[src/rtl/mul_issue_ctrl_pkg.sv]
// rtl/mul_issue_ctrl_pkg.sv - multiplier instruction encodings, field positions and operand-usage decode
package mul_pkg;

  localparam int INS_W     = 24;
  localparam int CLS_HI    = 23;
  localparam int CLS_LO    = 22;
  localparam int SC_HI     = 21;
  localparam int SC_LO     = 20;
  localparam int OTREG_BIT = 19;
  localparam int DTSTS_HI  = 18;
  localparam int DTSTS_LO  = 15;
  localparam int RN_HI     = 11;
  localparam int RN_LO     = 8;
  localparam int RX_HI     = 7;
  localparam int RX_LO     = 4;
  localparam int RY_HI     = 3;
  localparam int RY_LO     = 0;

  typedef enum logic [1:0] {
    CLS_MR_SAT  = 2'b00,
    CLS_PRODUCT = 2'b01,
    CLS_ACC_ADD = 2'b10,
    CLS_ACC_SUB = 2'b11
  } mul_cls_e;

  typedef enum logic [1:0] {
    SC_MR0 = 2'b00,
    SC_MR1 = 2'b01,
    SC_MR2 = 2'b10,
    SC_SAT = 2'b11
  } mul_sc_e;

  // dtsts: [3:2] operand signedness (UU/SU/US/SS), [1:0] integer/fraction/fraction-rounded
  localparam logic [3:0] DT_UUI  = 4'b0000;
  localparam logic [3:0] DT_UUF  = 4'b0001;
  localparam logic [3:0] DT_UUFR = 4'b0010;
  localparam logic [3:0] DT_SUI  = 4'b0100;
  localparam logic [3:0] DT_SUF  = 4'b0101;
  localparam logic [3:0] DT_SUFR = 4'b0110;
  localparam logic [3:0] DT_USI  = 4'b1000;
  localparam logic [3:0] DT_USF  = 4'b1001;
  localparam logic [3:0] DT_USFR = 4'b1010;
  localparam logic [3:0] DT_SSI  = 4'b1100;
  localparam logic [3:0] DT_SSF  = 4'b1101;
  localparam logic [3:0] DT_SSFR = 4'b1110;

  function automatic logic uses_rx(input logic [1:0] cls, input logic [1:0] sc, input logic otreg);
    return !((cls == CLS_MR_SAT) && (!otreg || (sc == SC_SAT)));
  endfunction

  function automatic logic uses_ry(input logic [1:0] cls);
    return cls != CLS_MR_SAT;
  endfunction

  function automatic logic writes_rn(input logic otreg);
    return !otreg;
  endfunction

endpackage

[src/rtl/mul_issue_ctrl_if.sv]
// rtl/mul_issue_ctrl_if.sv - instruction-word valid/ready handshake bundle
interface mul_issue_ctrl_if;
  import mul_pkg::*;

  logic             ins_valid;
  logic [INS_W-1:0] ins_word;
  logic             ins_ready;

  modport master (output ins_valid, output ins_word, input ins_ready);
  modport slave  (input ins_valid, input ins_word, output ins_ready);

endinterface

[src/rtl/mul_issue_ctrl_flag_reg.sv]
// rtl/mul_issue_ctrl_flag_reg.sv - ASTAT MV/MN flags and sticky MOS bit
module mul_flag_reg (
  input  logic clk_exe,
  input  logic reset,
  input  logic upd_i,
  input  logic mv_i,
  input  logic mn_i,
  input  logic stky_clr_i,
  output logic astat_mv_o,
  output logic astat_mn_o,
  output logic stky_mos_o
);

  logic mv_q, mv_d;
  logic mn_q, mn_d;
  logic mos_q, mos_d;

  // A set on the same cycle as a clear wins, so an overflow is never lost.
  always_comb begin
    mv_d  = mv_q;
    mn_d  = mn_q;
    mos_d = mos_q;
    if (stky_clr_i) mos_d = 1'b0;
    if (upd_i) begin
      mv_d = mv_i;
      mn_d = mn_i;
      if (mv_i) mos_d = 1'b1;
    end
  end

  always_ff @(posedge clk_exe) begin
    if (!reset) begin
      mv_q  <= 1'b0;
      mn_q  <= 1'b0;
      mos_q <= 1'b0;
    end else begin
      mv_q  <= mv_d;
      mn_q  <= mn_d;
      mos_q <= mos_d;
    end
  end

  assign astat_mv_o = mv_q;
  assign astat_mn_o = mn_q;
  assign stky_mos_o = mos_q;

endmodule

[src/rtl/mul_issue_ctrl.sv]
// rtl/mul_issue_ctrl.sv - multiplier issue/writeback controller with Rn read-after-write interlock
module mul_issue_ctrl
  import mul_pkg::*;
#(
  parameter int RF_DATASIZE = 16,
  parameter int RF_ADDRSIZE = 4
) (
  input  logic                   clk_exe,
  input  logic                   reset,
  mul_issue_ctrl_if.slave        ins_if,
  input  logic                   ps_flush,
  input  logic                   ps_stky_clr,
  output logic                   ps_mul_en,
  output logic                   ps_mul_otreg,
  output logic [3:0]             ps_mul_dtsts,
  output logic [1:0]             ps_mul_cls,
  output logic [1:0]             ps_mul_sc,
  output logic [RF_ADDRSIZE-1:0] ps_xb_rdx,
  output logic [RF_ADDRSIZE-1:0] ps_xb_rdy,
  input  logic [RF_DATASIZE-1:0] mul_xb_dt,
  input  logic                   mul_ps_mv,
  input  logic                   mul_ps_mn,
  output logic                   ps_rf_wen,
  output logic [RF_ADDRSIZE-1:0] ps_rf_wadd,
  output logic [RF_DATASIZE-1:0] ps_rf_wdt,
  output logic                   astat_mv,
  output logic                   astat_mn,
  output logic                   stky_mos
);

  logic [1:0]             d_cls, d_sc;
  logic                   d_otreg;
  logic [3:0]             d_dtsts;
  logic [RF_ADDRSIZE-1:0] d_rn, d_rx, d_ry;
  logic                   unused_rsvd;

  assign d_cls       = ins_if.ins_word[CLS_HI:CLS_LO];
  assign d_sc        = ins_if.ins_word[SC_HI:SC_LO];
  assign d_otreg     = ins_if.ins_word[OTREG_BIT];
  assign d_dtsts     = ins_if.ins_word[DTSTS_HI:DTSTS_LO];
  assign d_rn        = RF_ADDRSIZE'(ins_if.ins_word[RN_HI:RN_LO]);
  assign d_rx        = RF_ADDRSIZE'(ins_if.ins_word[RX_HI:RX_LO]);
  assign d_ry        = RF_ADDRSIZE'(ins_if.ins_word[RY_HI:RY_LO]);
  assign unused_rsvd = ^ins_if.ins_word[DTSTS_LO-1:RN_HI+1];

  logic                   i_valid_q, i_valid_d;
  logic [1:0]             i_cls_q, i_cls_d, i_sc_q, i_sc_d;
  logic                   i_otreg_q, i_otreg_d;
  logic [3:0]             i_dtsts_q, i_dtsts_d;
  logic [RF_ADDRSIZE-1:0] i_rn_q, i_rn_d, i_rx_q, i_rx_d, i_ry_q, i_ry_d;

  logic                   e_valid_q, e_valid_d;
  logic                   e_wr_q, e_wr_d;
  logic [1:0]             e_cls_q, e_cls_d, e_sc_q, e_sc_d;
  logic [RF_ADDRSIZE-1:0] e_rn_q, e_rn_d;

  logic interlock, accept, advance;

  // Only the I-stage write matters: by E the result reaches the RF before the dependent reads it.
  assign interlock = i_valid_q && writes_rn(i_otreg_q) &&
                     ((uses_rx(d_cls, d_sc, d_otreg) && (d_rx == i_rn_q)) ||
                      (uses_ry(d_cls) && (d_ry == i_rn_q)));

  assign ins_if.ins_ready = reset && !interlock && !ps_flush;
  assign accept           = ins_if.ins_valid && ins_if.ins_ready;
  assign advance          = i_valid_q && !ps_flush;

  always_comb begin
    i_valid_d = accept;
    i_cls_d   = i_cls_q;
    i_sc_d    = i_sc_q;
    i_otreg_d = i_otreg_q;
    i_dtsts_d = i_dtsts_q;
    i_rn_d    = i_rn_q;
    i_rx_d    = i_rx_q;
    i_ry_d    = i_ry_q;
    if (accept) begin
      i_cls_d   = d_cls;
      i_sc_d    = d_sc;
      i_otreg_d = d_otreg;
      i_dtsts_d = d_dtsts;
      i_rn_d    = d_rn;
      i_rx_d    = d_rx;
      i_ry_d    = d_ry;
    end
  end

  always_comb begin
    e_valid_d = advance;
    e_wr_d    = e_wr_q;
    e_cls_d   = e_cls_q;
    e_sc_d    = e_sc_q;
    e_rn_d    = e_rn_q;
    if (advance) begin
      e_wr_d  = writes_rn(i_otreg_q);
      e_cls_d = i_cls_q;
      e_sc_d  = i_sc_q;
      e_rn_d  = i_rn_q;
    end
  end

  always_ff @(posedge clk_exe) begin
    if (!reset) begin
      i_valid_q <= 1'b0;
      i_cls_q   <= '0;
      i_sc_q    <= '0;
      i_otreg_q <= 1'b0;
      i_dtsts_q <= '0;
      i_rn_q    <= '0;
      i_rx_q    <= '0;
      i_ry_q    <= '0;
      e_valid_q <= 1'b0;
      e_wr_q    <= 1'b0;
      e_cls_q   <= '0;
      e_sc_q    <= '0;
      e_rn_q    <= '0;
    end else begin
      i_valid_q <= i_valid_d;
      i_cls_q   <= i_cls_d;
      i_sc_q    <= i_sc_d;
      i_otreg_q <= i_otreg_d;
      i_dtsts_q <= i_dtsts_d;
      i_rn_q    <= i_rn_d;
      i_rx_q    <= i_rx_d;
      i_ry_q    <= i_ry_d;
      e_valid_q <= e_valid_d;
      e_wr_q    <= e_wr_d;
      e_cls_q   <= e_cls_d;
      e_sc_q    <= e_sc_d;
      e_rn_q    <= e_rn_d;
    end
  end

  assign ps_mul_en    = i_valid_q;
  assign ps_mul_otreg = i_otreg_q;
  assign ps_mul_dtsts = i_dtsts_q;
  assign ps_mul_cls   = i_cls_q;
  assign ps_mul_sc    = i_sc_q;
  assign ps_xb_rdx    = i_rx_q;
  assign ps_xb_rdy    = i_ry_q;

  assign ps_rf_wen  = e_valid_q && e_wr_q;
  assign ps_rf_wadd = e_rn_q;
  assign ps_rf_wdt  = mul_xb_dt;

  mul_flag_reg u_flag_reg (
    .clk_exe    (clk_exe),
    .reset      (reset),
    .upd_i      (e_valid_q && ((e_cls_q != CLS_MR_SAT) || (e_sc_q == SC_SAT))),
    .mv_i       (mul_ps_mv),
    .mn_i       (mul_ps_mn),
    .stky_clr_i (ps_stky_clr),
    .astat_mv_o (astat_mv),
    .astat_mn_o (astat_mn),
    .stky_mos_o (stky_mos)
  );

endmodule

[src/flat_wrapper.sv]
// flat-port wrapper written by rule: the top's interface ports become plain ports
module mul_issue_ctrl_flat import mul_pkg::*;
#(
  parameter int RF_DATASIZE = 16,
  parameter int RF_ADDRSIZE = 4
)
  (clk_exe, reset, ps_flush, ps_stky_clr, ps_mul_en, ps_mul_otreg, ps_mul_dtsts, ps_mul_cls, ps_mul_sc, ps_xb_rdx, ps_xb_rdy, mul_xb_dt, mul_ps_mv, mul_ps_mn, ps_rf_wen, ps_rf_wadd, ps_rf_wdt, astat_mv, astat_mn, stky_mos, ins_if_ins_valid, ins_if_ins_word, ins_if_ins_ready);
  mul_issue_ctrl_if ins_if_i ();
  input  logic clk_exe;
  input  logic reset;
  input  logic ps_flush;
  input  logic ps_stky_clr;
  output logic ps_mul_en;
  output logic ps_mul_otreg;
  output logic [3:0] ps_mul_dtsts;
  output logic [1:0] ps_mul_cls;
  output logic [1:0] ps_mul_sc;
  output logic [RF_ADDRSIZE-1:0] ps_xb_rdx;
  output logic [RF_ADDRSIZE-1:0] ps_xb_rdy;
  input  logic [RF_DATASIZE-1:0] mul_xb_dt;
  input  logic mul_ps_mv;
  input  logic mul_ps_mn;
  output logic ps_rf_wen;
  output logic [RF_ADDRSIZE-1:0] ps_rf_wadd;
  output logic [RF_DATASIZE-1:0] ps_rf_wdt;
  output logic astat_mv;
  output logic astat_mn;
  output logic stky_mos;
  input wire logic [$bits(ins_if_i.ins_valid)-1:0] ins_if_ins_valid;
  input wire logic [$bits(ins_if_i.ins_word)-1:0] ins_if_ins_word;
  output wire logic [$bits(ins_if_i.ins_ready)-1:0] ins_if_ins_ready;
  assign ins_if_i.ins_valid = ins_if_ins_valid;
  assign ins_if_i.ins_word = ins_if_ins_word;
  assign ins_if_ins_ready = ins_if_i.ins_ready;
  mul_issue_ctrl #(.RF_DATASIZE(RF_DATASIZE), .RF_ADDRSIZE(RF_ADDRSIZE)) u_core (.clk_exe(clk_exe), .reset(reset), .ins_if(ins_if_i), .ps_flush(ps_flush), .ps_stky_clr(ps_stky_clr), .ps_mul_en(ps_mul_en), .ps_mul_otreg(ps_mul_otreg), .ps_mul_dtsts(ps_mul_dtsts), .ps_mul_cls(ps_mul_cls), .ps_mul_sc(ps_mul_sc), .ps_xb_rdx(ps_xb_rdx), .ps_xb_rdy(ps_xb_rdy), .mul_xb_dt(mul_xb_dt), .mul_ps_mv(mul_ps_mv), .mul_ps_mn(mul_ps_mn), .ps_rf_wen(ps_rf_wen), .ps_rf_wadd(ps_rf_wadd), .ps_rf_wdt(ps_rf_wdt), .astat_mv(astat_mv), .astat_mn(astat_mn), .stky_mos(stky_mos));
endmodule
[config.mk]
export PLATFORM = sky130hd
export DESIGN_NAME = mul_issue_ctrl_flat
export DESIGN_NICKNAME = d
export VERILOG_FILES = /design/src/rtl/mul_issue_ctrl_pkg.sv /design/src/rtl/mul_issue_ctrl_if.sv /design/src/rtl/mul_issue_ctrl_flag_reg.sv /design/src/rtl/mul_issue_ctrl.sv /design/src/flat_wrapper.sv
export SDC_FILE = /design/constraint.sdc
export NUM_CORES = 1
export LEC_CHECK = 0
export ABC_CLOCK_PERIOD_IN_PS = 1200
export CORE_ASPECT_RATIO = 0.75
export CORE_MARGIN = 1
export CORE_UTILIZATION = 55
export DETAILED_ROUTE_END_ITERATION = 8
export DONT_BUFFER_PORTS = 1
export PLACE_DENSITY_LB_ADDON = 0.08
export SLEW_MARGIN = 20
export SYNTH_ARGS = -nofsm -noshare
export SYNTH_HDL_FRONTEND = slang
export SYNTH_SLANG_ARGS = --single-unit
export TNS_END_PERCENT = 1
[constraint.sdc]
create_clock -name clk_exe -period 1.2 [get_ports clk_exe]
set_input_delay 0.12 -clock clk_exe [delete_from_list [all_inputs] [get_ports clk_exe]]
set_output_delay 0.12 -clock clk_exe [all_outputs]
set_load 0.05 [all_outputs]
==> impl_metrics.toml <==
[synthesis]
yosysWarnings = 0
yosysMostFrequentCell = "nand2_1"
synth_top_area_frac = 0.432
syn_avg_cell_area_um2 = 8.91
syn_nets = 229
yosysTopAreaCell = "dfxtp_1"
ys_seq_elements = 35
syn_area_mm2 = 0.00162
synth_cell_types = 21
async_flop_share = 0
ys_top_cells_by_area = "dfxtp_1 (43%), nand2_1 (14%), mux2i_1 (14%)"
netlist_top_cells_count = "nand2_1 (61), dfxtp_1 (35), mux2i_1 (22)"
ys.flop_type = "dfxtp_1"
synth_edf_count = 0
synthCells = 182
ys_seq_area_frac = 0.432

[setup_path]
crit_end = "u_core.i_rn_q[0]$_SDFFE_PN0P_"
startpoint = "u_core.ps_mul_en$_SDFF_PN0_"
path_cells = "nor2b_2 -> o211ai_1 -> o22ai_2 -> nor3b_4 -> buf_6 -> mux2i_1"
cp_max_fo = 8
r2r_cells = 6
ff2ff_setup_slack_ps = -480
r2r_end = "u_core.i_rn_q[0]$_SDFFE_PN0P_"
worst_setup_path_start_kind = "flip-flop"
end_kind = "flip-flop"
r2r-start = "u_core.ps_mul_en$_SDFF_PN0_"
arrival_ps = 1880
cp.required_ps = 1400
slowest_delay_ps = 350
critPathKind = "reg2reg"
critical_path.slowest_cell = "dfxtp_4"

[place]
post-place-ws_ps = -281
gp_congestion = 0.733
dp.cells = 226
placed_area_mm2 = 0.00176
io_buffers = 0
dp_hpwl_um = 2420

[pwr]
vdd_drop_max_mv = 0.963
p_per_area_mw_per_mm2 = 1090
p_leak_uw = 0.000949

[flow_run]
maxCapViolations = 0

[final_layout]
drive_gt1_frac = 0.248
syn_to_final_growth_pct = 43.4
final_cell_area_mm2 = 0.00232
fillers = 143
antennaDiodeCount = 0
fin_nets = 285
final_cells = 274

[sta]
skew_ps = 6.86
tightest_slew_ps = 612
period_share = 1.40
rsz0062_at_grt = "true"
max_slew_margin = 0.592
fmax_ghz = 0.595
hold_viol_final = 0
setup_viol = 23
fin_crit_ps = 1680
setup_ws_ps = -481
maxSlewViolCount = 0

[die]
initial_core_util = 0.600
core_area_mm2 = 0.00270
core.rowCount = 16
die_area_mm2 = 0.00317
chipWidth_um = 64.7
die_h_um = 49.0
io_pins = 90

[detailed_routing]
remaining_drc_errors = 0
post_drt_via_cell_ratio = 5.31
dr.pass1.iters = 4
detail-route-antenna-nets = 0
wire_per_inst_um = 18.3
drt_iter0_markers = 103
drt_wl_total_um = 5020
vias = 1455

[run_status]
status = "complete, but fails checks"
violations = "negative setup slack"

[clocking]
clk_path_buf_depth = 2
cts_tree = "yes"
numClockSinks = 35
clk_pin_slew_ps = 70
h-tree-depth = 2
cts_buffers = 5
insertion_delay_ps = 290
root_buffer = "clkbuf_8"

[grt]
grt_pass1_vias = 1521
grt_start_max_net_pins = 38
track_usage = 0.305
overflow = 0
antenna_found_initial = 0
grt_pass1_wl_um = 7110

[min_path]
min_path_type = "in2reg"
## critical path: cells and delay by family, from the launching register on
family / cells / cell delay (ps)
buf+inv: 1 / 210
simple gates: 2 / 470
flops: 1 / 350
compound gates: 2 / 290
mux: 1 / 270
## power breakdown
part | internal, µW | leakage, µW | switching (µW)
Sequential | 1200 | 0.000289 | 34.8
Clock | 399 | 0.0000383 | 414
Combinational | 235 | 0.000622 | 253
Total | 1830 | 0.000949 | 702
## cell usage in the layout (no fill, tap or decap), types with 2 or more instances in the layout
cell type | Yosys | final
dfxtp_1 | 35 | 29
nand3_1 | 2 | 2
buf_6 | 2 | 5
dfxtp_4 | 0 | 5
and2_1 | 3 | 2
mux2i_1 | 22 | 22
xnor2_2 | 0 | 5
buf_4 | 16 | 29
dlygate4sd3_1 | 0 | 40
clkbuf_8 | 0 | 5
nand2_1 | 61 | 61
a21boi_1 | 0 | 2
xnor2_1 | 8 | 3
a21boi_0 | 11 | 9
clkbuf_1 | 8 | 2
## area by class of cell
type | count | area [µm²] | area share
Clock buffer | 7 | 76.3 | 0.0328
Tap cell | 36 | 45.0 | 0.0194
Sequential cell | 35 | 721 | 0.310
Multi-Input combinational cell | 121 | 803 | 0.346
Timing Repair Buffer | 75 | 679 | 0.292
## logic make-up after synthesis
family,count (synthesis),share of synthesized area
AO/OA/AOI/OAI,16,0.0826
flip-flops,35,0.432
AND/OR/NAND/NOR,75,0.200
multiplexers,22,0.136
XOR/XNOR,8,0.0432
buffers and inverters,26,0.106
## how the worst min path moves through the flow
stage / cells after the start / endpoint / start / slack (ps)
5_1_grt: 2 / u_core.ps_mul_en$_SDFF_PN0_ / ps_flush / 30
6_report: 2 / u_core.u_flag_reg.astat_mn_o$_SDFFE_PN0P_ / mul_ps_mn / 30
3_5_place_dp: 0 / ps_rf_wdt[10] / mul_xb_dt[10] / 240
2_1_floorplan: 2 / u_core.ps_mul_otreg$_SDFFE_PN0P_ / ins_if_ins_word[19] / 250
4_1_cts: 2 / u_core.i_rn_q[0]$_SDFFE_PN0P_ / reset / 2
3_3_place_gp: 0 / ps_rf_wdt[10] / mul_xb_dt[10] / 240
## sequential cells by signal, indices dropped and copies added (netlist names), 2 cells and up
signal and count:
u_core.ps_xb_rdx 4, u_core.ps_mul_cls 2, u_core.e_sc_q 2, u_core.e_cls_q 2
u_core.i_rn_q 4, u_core.ps_rf_wadd 4, u_core.ps_mul_dtsts 4, u_core.ps_xb_rdy 4
u_core.ps_mul_sc 2
## metrics by stage
step	setup TNS, ps	utilization	hold WS, ps	total power, µW
detailed placement	-5440	0.650	241	1580
global route	-10140	0.860	25.1	2610
floorplan	-5260	-	252	1660
finish	-8550	0.860	27.8	2530
global placement	-4270	0.650	241	1570
CTS	-10870	0.843	2.29	2470
## what timing repair did
item / 4_1_cts / 5_1_grt
endpoints found under the setup margin: 23 / 32
hold buffers: 40 / 1
gates resized for setup: 12 / 13
setup buffers: 0 / 0
pin swaps: 8 / 2
endpoints found under the hold margin: 35 / 1
## per-layer routing
layer	share of wire	routed length (µm)	vias up	global-route usage
met5	0	0	-	0
met4	0.038	191	0	0.178
met3	0.069	344	38	0.114
met2	0.49	2480	65	0.498
met1	0.40	2000	663	0.338
li1	-	-	689	-
(Power assumes the default switching activity.)
